--- src/rtl/sram_lsu_pkg.sv ---
// Shared encodings for the SRAM load/store unit: access sizes and FSM states.
package sram_lsu_pkg;

  localparam logic [1:0] SZ_BYTE = 2'd0;
  localparam logic [1:0] SZ_HALF = 2'd1;
  localparam logic [1:0] SZ_WORD = 2'd2;
  localparam logic [1:0] SZ_RSVD = 2'd3;

  typedef enum logic [1:0] {
    IDLE   = 2'd0,
    ACCESS = 2'd1,
    RESP   = 2'd2
  } state_t;

endpackage

--- src/rtl/sram_lsu_align.sv ---
// Lane enables, store replication and load extract/extend; purely combinational, no backpressure.
module sram_lsu_align
  import sram_lsu_pkg::*;
(
  input  logic [1:0]  size,
  input  logic        is_unsigned,
  input  logic [1:0]  adr_lo,
  input  logic [31:0] wdata,
  input  logic [31:0] rd_word,
  output logic [3:0]  lanes,
  output logic [31:0] wr_word,
  output logic [31:0] rdata
);

  logic [7:0]  byte_sel;
  logic [15:0] half_sel;

  // Half accesses only look at adr[1]; the low bit is ignored here.
  assign byte_sel = rd_word[{adr_lo, 3'b000} +: 8];
  assign half_sel = rd_word[{adr_lo[1], 4'b0000} +: 16];

  always_comb begin
    lanes   = 4'b0000;
    wr_word = wdata;
    rdata   = rd_word;
    case (size)
      SZ_BYTE: begin
        lanes   = 4'b0001 << adr_lo;
        wr_word = {4{wdata[7:0]}};
        rdata   = {{24{~is_unsigned & byte_sel[7]}}, byte_sel};
      end
      SZ_HALF: begin
        lanes   = 4'b0011 << {adr_lo[1], 1'b0};
        wr_word = {2{wdata[15:0]}};
        rdata   = {{16{~is_unsigned & half_sel[15]}}, half_sel};
      end
      SZ_WORD: lanes = 4'b1111;
      default: ;
    endcase
  end

endmodule

--- src/rtl/sram_lsu.sv ---
// Load/store unit for a single-port async-read SRAM; LSU_MISALIGN_CHK_EN rejects misaligned half/word.
// Response 2 cycles after handshake, one access per 2 cycles; req_ready drops while a response is held.
module sram_lsu
  import sram_lsu_pkg::*;
#(
  parameter logic [31:0] ADDR_LIMIT = 32'h0001_0000
) (
  input  logic        clk,
  input  logic        rst,
  input  logic        req_valid,
  output logic        req_ready,
  input  logic        req_we,
  input  logic [1:0]  req_size,
  input  logic        req_unsigned,
  input  logic [31:0] req_adr,
  input  logic [31:0] req_wdata,
  output logic        rsp_valid,
  input  logic        rsp_ready,
  output logic [31:0] rsp_rdata,
  output logic        rsp_err,
  output logic        mem_en,
  output logic [3:0]  mem_we,
  output logic [31:0] mem_adr,
  output logic [31:0] mem_din,
  input  logic [31:0] mem_dout
);

  state_t      state, state_nxt;
  logic        r_we, r_unsigned;
  logic [1:0]  r_size;
  logic [31:0] r_adr, r_wdata;
  logic [31:0] rdata_q;
  logic        err_q;
  logic        hs, reject, misalign;
  logic [3:0]  lanes;
  logic [31:0] wr_word, ld_data;

  assign req_ready = ~rst & ((state == IDLE) | ((state == RESP) & rsp_ready));
  assign hs        = req_valid & req_ready;

`ifdef LSU_MISALIGN_CHK_EN
  assign misalign = ((r_size == SZ_HALF) & r_adr[0]) |
                    ((r_size == SZ_WORD) & (r_adr[1:0] != 2'b00));
`else
  assign misalign = 1'b0;
`endif

  assign reject = (r_size == SZ_RSVD) | (r_adr >= ADDR_LIMIT) | misalign;

  sram_lsu_align u_align (
    .size        (r_size),
    .is_unsigned (r_unsigned),
    .adr_lo      (r_adr[1:0]),
    .wdata       (r_wdata),
    .rd_word     (mem_dout),
    .lanes       (lanes),
    .wr_word     (wr_word),
    .rdata       (ld_data)
  );

  always_ff @(posedge clk) begin
    if (rst) state <= IDLE;
    else     state <= state_nxt;
  end

  always_comb begin
    state_nxt = state;
    case (state)
      IDLE:    if (hs) state_nxt = ACCESS;
      ACCESS:  state_nxt = RESP;
      RESP:    if (rsp_ready) state_nxt = hs ? ACCESS : IDLE;
      default: state_nxt = IDLE;
    endcase
  end

  always_ff @(posedge clk) begin
    if (rst) begin
      r_we       <= 1'b0;
      r_unsigned <= 1'b0;
      r_size     <= SZ_BYTE;
      r_adr      <= '0;
      r_wdata    <= '0;
    end else if (hs) begin
      r_we       <= req_we;
      r_unsigned <= req_unsigned;
      r_size     <= req_size;
      r_adr      <= req_adr;
      r_wdata    <= req_wdata;
    end
  end

  // Result is captured once in ACCESS so it stays stable for the whole RESP stall.
  always_ff @(posedge clk) begin
    if (rst) begin
      rdata_q <= '0;
      err_q   <= 1'b0;
    end else if (state == ACCESS) begin
      err_q   <= reject;
      rdata_q <= (reject | r_we) ? 32'h0 : ld_data;
    end
  end

  always_comb begin
    mem_en    = 1'b0;
    mem_we    = 4'b0000;
    mem_adr   = r_adr;
    mem_din   = wr_word;
    rsp_valid = 1'b0;
    rsp_rdata = 32'h0;
    rsp_err   = 1'b0;
    if (!rst) begin
      if ((state == ACCESS) && !reject) begin
        mem_en = 1'b1;
        if (r_we) mem_we = lanes;
      end
      if (state == RESP) begin
        rsp_valid = 1'b1;
        rsp_rdata = rdata_q;
        rsp_err   = err_q;
      end
    end
  end

endmodule

--- config.mk ---
export PLATFORM = sky130hd
export DESIGN_NAME = sram_lsu
export DESIGN_NICKNAME = d
export VERILOG_FILES = /design/src/rtl/sram_lsu_pkg.sv /design/src/rtl/sram_lsu_align.sv /design/src/rtl/sram_lsu.sv
export SDC_FILE = /design/constraint.sdc
export NUM_CORES = 1
export LEC_CHECK = 0
export ABC_AREA = 1
export CAP_MARGIN = 20
export CELL_PAD_IN_SITES_DETAIL_PLACEMENT = 1
export CELL_PAD_IN_SITES_GLOBAL_PLACEMENT = 2
export CORE_MARGIN = 8
export CORE_UTILIZATION = 22
export CTS_CLUSTER_SIZE = 24
export DETAILED_ROUTE_END_ITERATION = 10
export PLACE_DENSITY_LB_ADDON = 0.1
export SLEW_MARGIN = 10
export SYNTH_ARGS = -nofsm -noshare
export SYNTH_HDL_FRONTEND = slang
export SYNTH_SLANG_ARGS = --single-unit
--- constraint.sdc ---
create_clock -name clk -period 1.5 [get_ports clk]
set_input_delay 0.225 -clock clk [delete_from_list [all_inputs] [get_ports clk]]
set_output_delay 0.225 -clock clk [all_outputs]
set_load 0.01 [all_outputs]
==> impl_metrics.ini, run 1 <==
[synth]
syn_area_per_cell_um2 = 6.407
ys.flop_type = dfxtp_1
syn_nets = 908
syn_area_um2 = 5151
async_flop_share = 0
ys_warn_count = 0
syn-instance-count = 804
ys_ff_latch = 103
synth_cell_type_count = 25
synth_edf_count = 0
seq_area_frac_synth = 0.4003

[setup_path]
start_kind = flop
crit_type = reg2out
critPathTopFamily = buffers and inverters
cp_max_fo = 7
path_buf_inv = 6
r2r-start = state[0]
slowest_delay_ns = 0.34
critPathSlowestCell = dfxtp_2
end_kind = output port
worst-endpoint-required_ns = 1.27
reg2reg_depth = 13
crit-reg2reg-capture = mem_adr[27]
path_cells = buf_6 -> nor2_4 -> inv_2 -> nor2_4 -> clkinv_4 -> buf_16 -> buf_12 -> nor2_2 -> buf_2
cpMostUsedCell = nor2_4
r2r_slack_ns = -0.37
arrival_ns = 1.79

[pwr]
p_per_area_nw_per_um2 = 752.2
irDropWorstVdd_mv = 0.5830
leakage_uw = 0.004588

[final_layout]
fill_cells = 2741
layout_commonest_cell = nand2_1
final_layout_size_suffix_gt1_frac = 0.4772
multi_input_area_um2 = 3780
seqCellArea_um2 = 2077
layout_common_cells = nand2_1 (179), clkdlybuf4s50_1 (102), dfxtp_1 (93)
syn_to_final_growth_pct = 114.3
nNetsFinal = 1239
num_antenna_cells = 0
utilization = 0.4746

[cts]
clkTransAtPathRegs_ns = 0.08
cts_buffers = 9
cts_max_level = 3
hold_buffers = 0
ctsRootBufferMaster = clkbuf_16
cts_buffer_depth = 2
cts_tree = done
clk_latency_ns = 0.36
cts.sinks = 103

[timing]
max_freq_ghz = 0.4964
tightestPinTransition_ns = 0.6668
grt_setup_unrepaired = true
hold_ws_ns = 0.2997
period_share = 1.343
min_period_ns = 2.015
finClkSkew_ns = 0.01117
setup_viol = 164
finalHoldViolCount = 0
slew_headroom = 0.5554
slew_viol_final = 0
setup_ws_ns = -0.5145

[min_path]
min_from = rst
hold_path.class = in2reg
worstHoldPathCells = 5
hold_path_end = state[1]

[floorplanning]
die_x_um = 169.0
io_pins = 208
core_area_um2 = 23260
design.die.area_um2 = 28570
start_util = 0.2214
rows = 56
die_height_um = 169.0

[placed_design]
pre_cts_slack_ns = -0.5857
io_buffers = 207
gp_congestion = 0.7516
dp.final_hpwl_mm = 16.88

[detailed_routing]
ant_nets = 0
wl_per_cell_um = 18.44
remaining_drc_errors = 0
firstDrtPassIters = 4
routed_wl_mm = 26.90
drt_iter0_markers = 172
viasPerCell = 4.443
vias = 6483

[status]
violations = setup timing
outcome = complete, but fails checks

[global_route]
grt_use_total = 0.1846
grt_pass1_vias = 6873
overflow = 0
antenna_found_initial = 4
grt_first_pass_wirelength_mm = 40.48
grt_max_degree = 43

[job]
cap_violations = 0
final cells by class:
type | count | share of cell area
flip-flops and latches | 103 | 0.1881
clock buffers | 10 | 0.02074
repair buffers | 375 | 0.3733
clock inverters | 6 | 0.007820
multi-input cells | 562 | 0.3424
well taps | 319 | 0.03615
inverters | 84 | 0.03150
power by group:
group          switching [uW]  leakage, uW  internal, uW
clock network            1260     0.000154          1350
registers                82.5     0.000844          2870
logic                    1360      0.00359          1380
total                    2700      0.00459          5600
how the worst max path moves through the flow:
stage / from / end / slack (ns) / depth (start not counted)
detailed placement: mem_adr[30] / mem_we[3] / -0.59 / 8
CTS: mem_adr[31] / mem_we[3] / -0.53 / 9
floorplan: r_size[1] / mem_we[3] / 0.003 / 6
global route: state[0] / rsp_rdata[28] / -0.58 / 9
finish: state[0] / rsp_rdata[28] / -0.51 / 9
global placement: state[0] / mem_we[2] / -0.51 / 9
cells by family (layout without fill, tap and decap cells):
| family | count (synthesis) | count (layout) | synth area share |
|---|---|---|---|
| flip-flops | 103 | 103 | 0.4003 |
| AO/OA/AOI/OAI | 186 | 186 | 0.1909 |
| AND/OR/NAND/NOR | 372 | 376 | 0.2859 |
| buffers and inverters | 143 | 475 | 0.1229 |
Yosys cell counts, types with 2 or more instances:
cell / n / area share
nand2_1: 256 / 0.19
dfxtp_1: 103 / 0.40
a21oi_1: 102 / 0.099
nor2_1: 88 / 0.064
inv_1: 77 / 0.056
o21ai_0: 62 / 0.060
buf_2: 19 / 0.018
clkbuf_1: 18 / 0.013
nand3_1: 17 / 0.017
buf_4: 15 / 0.022
o211ai_1: 8 / 0.012
o221ai_1: 8 / 0.014
inv_2: 6 / 0.0044
buf_1: 4 / 0.0029
nor2_2: 4 / 0.0049
o21ai_1: 4 / 0.0039
a31oi_1: 2 / 0.0024
buf_6: 2 / 0.0044
nand3_4: 2 / 0.0068
nand4_1: 2 / 0.0024
worst min-delay path: cells and delay by family:
family                 cells  cell delay (ns)
buffers and inverters      2             0.23
and+or+nand+nor            2             0.09
AOI/OAI and AO/OA          1             0.06
sequential cells by signal (all words and copies together), names as in the netlist:
register    count
err_q           1
rdata_q        32
r_we            1
mem_adr        32
r_size          2
state           2
r_wdata        32
r_unsigned      1
per-stage QoR:
stage / TNS [ns] / cells / cell area, um^2 / total power [uW]
after CTS: -29.50 / 1448 / 10160 / 8173
final: -43.00 / 1459 / 11040 / 8305
after floorplan: 0 / 804 / 5171 / 3783
after global routing: -55.80 / 1459 / 11040 / 8721
after detailed placement: -38.36 / 1370 / 8208 / 4814
after global placement: -35.48 / 1370 / 8208 / 4813
repair_timing:
item                       4_1_cts  5_1_grt
setup buffers                   36       16
resized for setup              616      230
gates cloned                    28        4
pin swaps                       50       43
setup endpoints to repair      200      172
per-layer routing:
| layer | vias to the layer above | wire length [um] | track usage |
|---|---|---|---|
| met4 | 8 | 310 | 0.04309 |
| met3 | 26 | 1635 | 0.05917 |
| met5 | - | 46 | 0 |
| met1 | 3108 | 10910 | 0.2072 |
| li1 | 3210 | - | - |
| met2 | 131 | 13990 | 0.3338 |
Power figures use the tool's default switching activity.
==> inputs of run 2 (changes only) <==
- MAX_ROUTING_LAYER: default -> met4
==> impl_metrics.ini, run 2 (synthesis results as in run 1) <==
[status]
outcome = complete, but fails checks
violations = setup timing

[pwr]
p_per_area_nw_per_um2 = 750.3
leakage_uw = 0.004604
irDropWorstVdd_mv = 0.5833

[floorplanning]
core_area_um2 = 23260
rows = 56
io_pins = 208
start_util = 0.2214
design.die.area_um2 = 28570
die_x_um = 169.0
die_height_um = 169.0

[global_route]
use_met2 = 0.3350
grt_first_pass_wirelength_mm = 40.42
antenna_found_initial = 4
grt_max_degree = 43
use_met3 = 0.05381
grt_util_met1 = 0.2096
grt_use_total = 0.1899
busiest_layer = met2
overflow = 0
grt_pass1_vias = 6900

[detailed_routing]
ant_nets = 0
vias = 6514
drt_iter0_markers = 179
remaining_drc_errors = 0
wl_per_cell_um = 18.38
viasPerCell = 4.452
routed_wl_mm = 26.89
firstDrtPassIters = 4

[cts]
cts_buffers = 9
clk_latency_ns = 0.36
cts.sinks = 103
ctsRootBufferMaster = clkbuf_16
clkTransAtPathRegs_ns = 0.08
cts_tree = done
cts_buffer_depth = 2
hold_buffers = 0
cts_max_level = 3

[final_layout]
syn_to_final_growth_pct = 115.0
final_layout_size_suffix_gt1_frac = 0.4807
multi_input_area_um2 = 3800
layout_commonest_cell = nand2_1
fill_cells = 2754
seqCellArea_um2 = 2077
layout_common_cells = nand2_1 (175), clkdlybuf4s50_1 (102), dfxtp_1 (93)
fin_cells = 1463
nNetsFinal = 1239

[timing]
max_freq_ghz = 0.4975
finClkSkew_ns = 0.01083
finalHoldViolCount = 0
slew_viol_final = 0
period_share = 1.340
setup_ws_ns = -0.5100
setup_viol = 164
slew_headroom = 0.5452
grt_setup_unrepaired = true
hold_ws_ns = 0.2985
min_period_ns = 2.010
tightestPinTransition_ns = 0.6823

[setup_path]
cp_max_fo = 7
startpoint = state[0]
r2r_slack_ns = -0.36
end_kind = output port
critPathTopFamily = buffers and inverters
worst-endpoint-required_ns = 1.27
critPathSlowestCell = dfxtp_2
start_kind = flop
path_cells = buf_6 -> nor2_4 -> inv_2 -> nor2_4 -> clkinv_4 -> buf_16 -> buf_12 -> nor2_2 -> buf_2
reg2reg_depth = 13
crit-reg2reg-capture = mem_adr[27]
crit_type = reg2out
r2r-start = state[0]
arrival_ns = 1.79
path_depth = 9
cpMostUsedCell = nor2_4
critPathCapture = rsp_rdata[28]
path_buf_inv = 6
slowest_delay_ns = 0.34

[placed_design]
io_buffers = 207
dp.final_hpwl_mm = 16.88
dpl.cell_count = 1370
gp_congestion = 0.7612

[job]
cap_violations = 0

[min_path]
hold_path.class = in2reg
-- run 2: through the flow --
step / setup TNS (ns) / instance area (um^2) / util / setup WS (ns) / total power, uW
6_report: -43.07 / 11070 / 0.4761 / -0.5100 / 8309
5_1_grt: -55.93 / 11070 / 0.4761 / -0.5834 / 8729
4_1_cts: -29.50 / 10160 / 0.4366 / -0.5331 / 8173
3_5_place_dp: -38.36 / 8208 / 0.3528 / -0.5857 / 4814
3_3_place_gp: -35.48 / 8208 / 0.3528 / -0.5123 / 4813
2_1_floorplan: 0 / 5171 / - / 0.003210 / 3783
-- run 2: what timing repair did --
action	in CTS	in global routing
pin swaps	50	47
setup endpoints to repair	200	172
resized for setup	616	237
buffers inserted	36	16
gates cloned	28	4
-- run 2: how the worst min path moves through the flow --
stage / start / to / cells past startpoint
2_1_floorplan: req_adr[20] / mem_adr[20] / 2
3_3_place_gp: r_wdata[29] / r_wdata[29] / 2
3_5_place_dp: r_wdata[26] / r_wdata[26] / 2
4_1_cts: rst / state[1] / 5
5_1_grt: rst / state[1] / 5
6_report: rst / state[1] / 5
-- run 2: worst min-delay path, cell delays in order --
cell and delay (ns):
buf_2 0.11, nor2_4 0.04, buf_4 0.12, nand2_1 0.05, o21ai_0 0.06
-- run 2: layer usage --
metal | vias up | routed length (um)
li1 | 3218 | -
met1 | 3139 | 11080
met2 | 139 | 14020
met3 | 18 | 1488
met4 | 0 | 295
met5 | - | 0
-- run 2: layout make-up --
type / instances / share of cell area
Timing Repair Buffer: 375 / 0.3725
Multi-Input combinational cell: 562 / 0.3431
Sequential cell: 103 / 0.1875
Tap cell: 319 / 0.03604
Inverter: 84 / 0.03141
Clock buffer: 10 / 0.02068
Clock inverter: 6 / 0.007796
Antenna cell: 4 / 0.0009039
-- run 2: power breakdown --
group | internal, uW | leakage (uW) | switching, uW
clock network | 1350 | 0.000154 | 1260
logic | 1390 | 0.00361 | 1360
registers | 2870 | 0.000844 | 82.8
==> inputs of run 3 (changes only) <==
==> constraint.sdc (replaced) <==
create_clock -name clk -period 1.5 [get_ports clk]
set_input_delay 0.375 -clock clk [delete_from_list [all_inputs] [get_ports clk]]
set_output_delay 0.375 -clock clk [all_outputs]
set_load 0.01 [all_outputs]
==> impl_metrics.ini, run 3 (synthesis results as in run 1) <==
[detailed_routing]
firstDrtPassIters = 4
remaining_drc_errors = 0
drt_iter0_markers = 179
routed_wl_mm = 25.55
wl_per_cell_um = 17.57
ant_nets = 0
viasPerCell = 4.402
vias = 6400

[global_route]
antenna_found_initial = 2
busiest_layer = met2
grt_use_total = 0.1794
grt_util_met1 = 0.1973
grt_max_degree = 51
grt_pass1_vias = 7056
overflow = 0
use_met3 = 0.06755
grt_first_pass_wirelength_mm = 38.91
use_met2 = 0.3120

[timing]
finClkSkew_ns = 0.01267
grt_setup_unrepaired = true
tightestPinTransition_ns = 0.6182
min_period_ns = 2.040
setup_viol = 159
slew_headroom = 0.5866
slew_viol_final = 0
finalHoldViolCount = 0
max_freq_ghz = 0.4903
period_share = 1.360
setup_ws_ns = -0.5396

[final_layout]
utilization = 0.4734
final_layout_size_suffix_gt1_frac = 0.5137
layout_common_cells = nand2_1 (174), clkdlybuf4s50_1 (102), buf_4 (89)
layout_commonest_cell = nand2_1
fin_cells = 1454
nNetsFinal = 1232
fin_area_um2 = 11010
syn_to_final_growth_pct = 113.8

[min_path]
hold_path_end = mem_adr[13]
worstHoldPathCells = 2
hold_path.class = reg2reg
min_from = mem_adr[13]

[setup_path]
critPathSlowestCell = dfxtp_1
end_kind = output port
reg2reg_depth = 14
r2r_slack_ns = -0.39
arrival_ns = 1.66
start_kind = flop
crit-reg2reg-capture = rdata_q[3]
r2r-start = state[0]
slowest_delay_ns = 0.35
worst-endpoint-required_ns = 1.12
path_cells = nor2_1 -> and2_4 -> nand3_2 -> nor2_4 -> nand3_4 -> a21oi_2 -> buf_2
cp_max_fo = 4
crit_type = reg2out

[placed_design]
gp_congestion = 0.8089
dp.final_hpwl_mm = 17.22
dpl.cell_count = 1391
place_area_um2 = 8594
io_buffers = 207
pre_cts_slack_ns = -0.6982

[floorplanning]
core_area_um2 = 23260
die_height_um = 169.0
design.die.area_um2 = 28570
start_util = 0.2214
die_x_um = 169.0
rows = 56
io_pins = 208

[pwr]
p_per_area_nw_per_um2 = 744.6
leakage_uw = 0.004506
irDropWorstVdd_mv = 0.6230
p_total_uw = 8200

[cts]
cts_max_level = 3
cts_buffers = 9
clk_latency_ns = 0.36
cts.sinks = 103
clkTransAtPathRegs_ns = 0.09
ctsRootBufferMaster = clkbuf_16
hold_buffers = 0
cts_tree = done
cts_buffer_depth = 2

[status]
outcome = complete, but fails checks
violations = setup timing

[job]
cap_violations = 0
[run 3: how the worst max path moves through the flow]
stage           startpoint   endpoint  cells past startpoint
6_report       mem_adr[26]  mem_we[3]                      7
5_1_grt        mem_adr[26]  mem_we[2]                      7
4_1_cts        mem_adr[30]  mem_we[3]                      8
3_5_place_dp   mem_adr[22]  mem_we[3]                      8
3_3_place_gp   mem_adr[22]  mem_we[2]                      8
2_1_floorplan     state[0]  mem_we[2]                      8
[run 3: where the power goes]
group          leakage, uW  switching, uW  internal [uW]
clock network     0.000157           1270           1350
registers         0.000848           85.5           2870
logic              0.00350           1350           1280
[run 3: metrics by stage]
| step | hold WS (ns) | TNS (ns) |
|---|---|---|
| floorplan | 0.4294 | -1.876 |
| global placement | 0.4448 | -61.54 |
| detailed placement | 0.4555 | -64.77 |
| CTS | 0.4578 | -57.39 |
| global route | 0.4835 | -57.34 |
| finish | 0.4624 | -42.41 |
[run 3: timing repair]
action | CTS | global route
cloned | 19 | 3
setup buffers | 34 | 11
setup endpoints to repair | 201 | 178
resized for setup | 587 | 282
pin swaps | 45 | 58
[run 3: cell type report]
| class | instances | area (um^2) |
|---|---|---|
| Clock inverter | 7 | 95.09 |
| Timing Repair inverter | 1 | 11.26 |
| Timing Repair Buffer | 368 | 3807 |
| Clock buffer | 9 | 225.2 |
| Inverter | 84 | 342.8 |
| Fill cell | 2741 | 12250 |
| Multi-Input combinational cell | 561 | 4034 |
| Antenna cell | 2 | 5.005 |
| Tap cell | 319 | 399.1 |
| Sequential cell | 103 | 2093 |
[run 3: layer usage]
metal / part of all wire / up-vias / wire, um
met2: 0.51 / 136 / 13100
met5: 0 / - / 0
met1: 0.40 / 3057 / 10340
met3: 0.075 / 12 / 1918
met4: 0.0077 / 0 / 198
li1: - / 3195 / -
[run 3: worst max-delay path: cells and delay by family (launching register included)]
kind / cells / cell delay (ns)
AOI/OAI and AO/OA: 1 / 0.13
and+or+nand+nor: 5 / 0.69
DFF: 1 / 0.35
buffers and inverters: 1 / 0.14
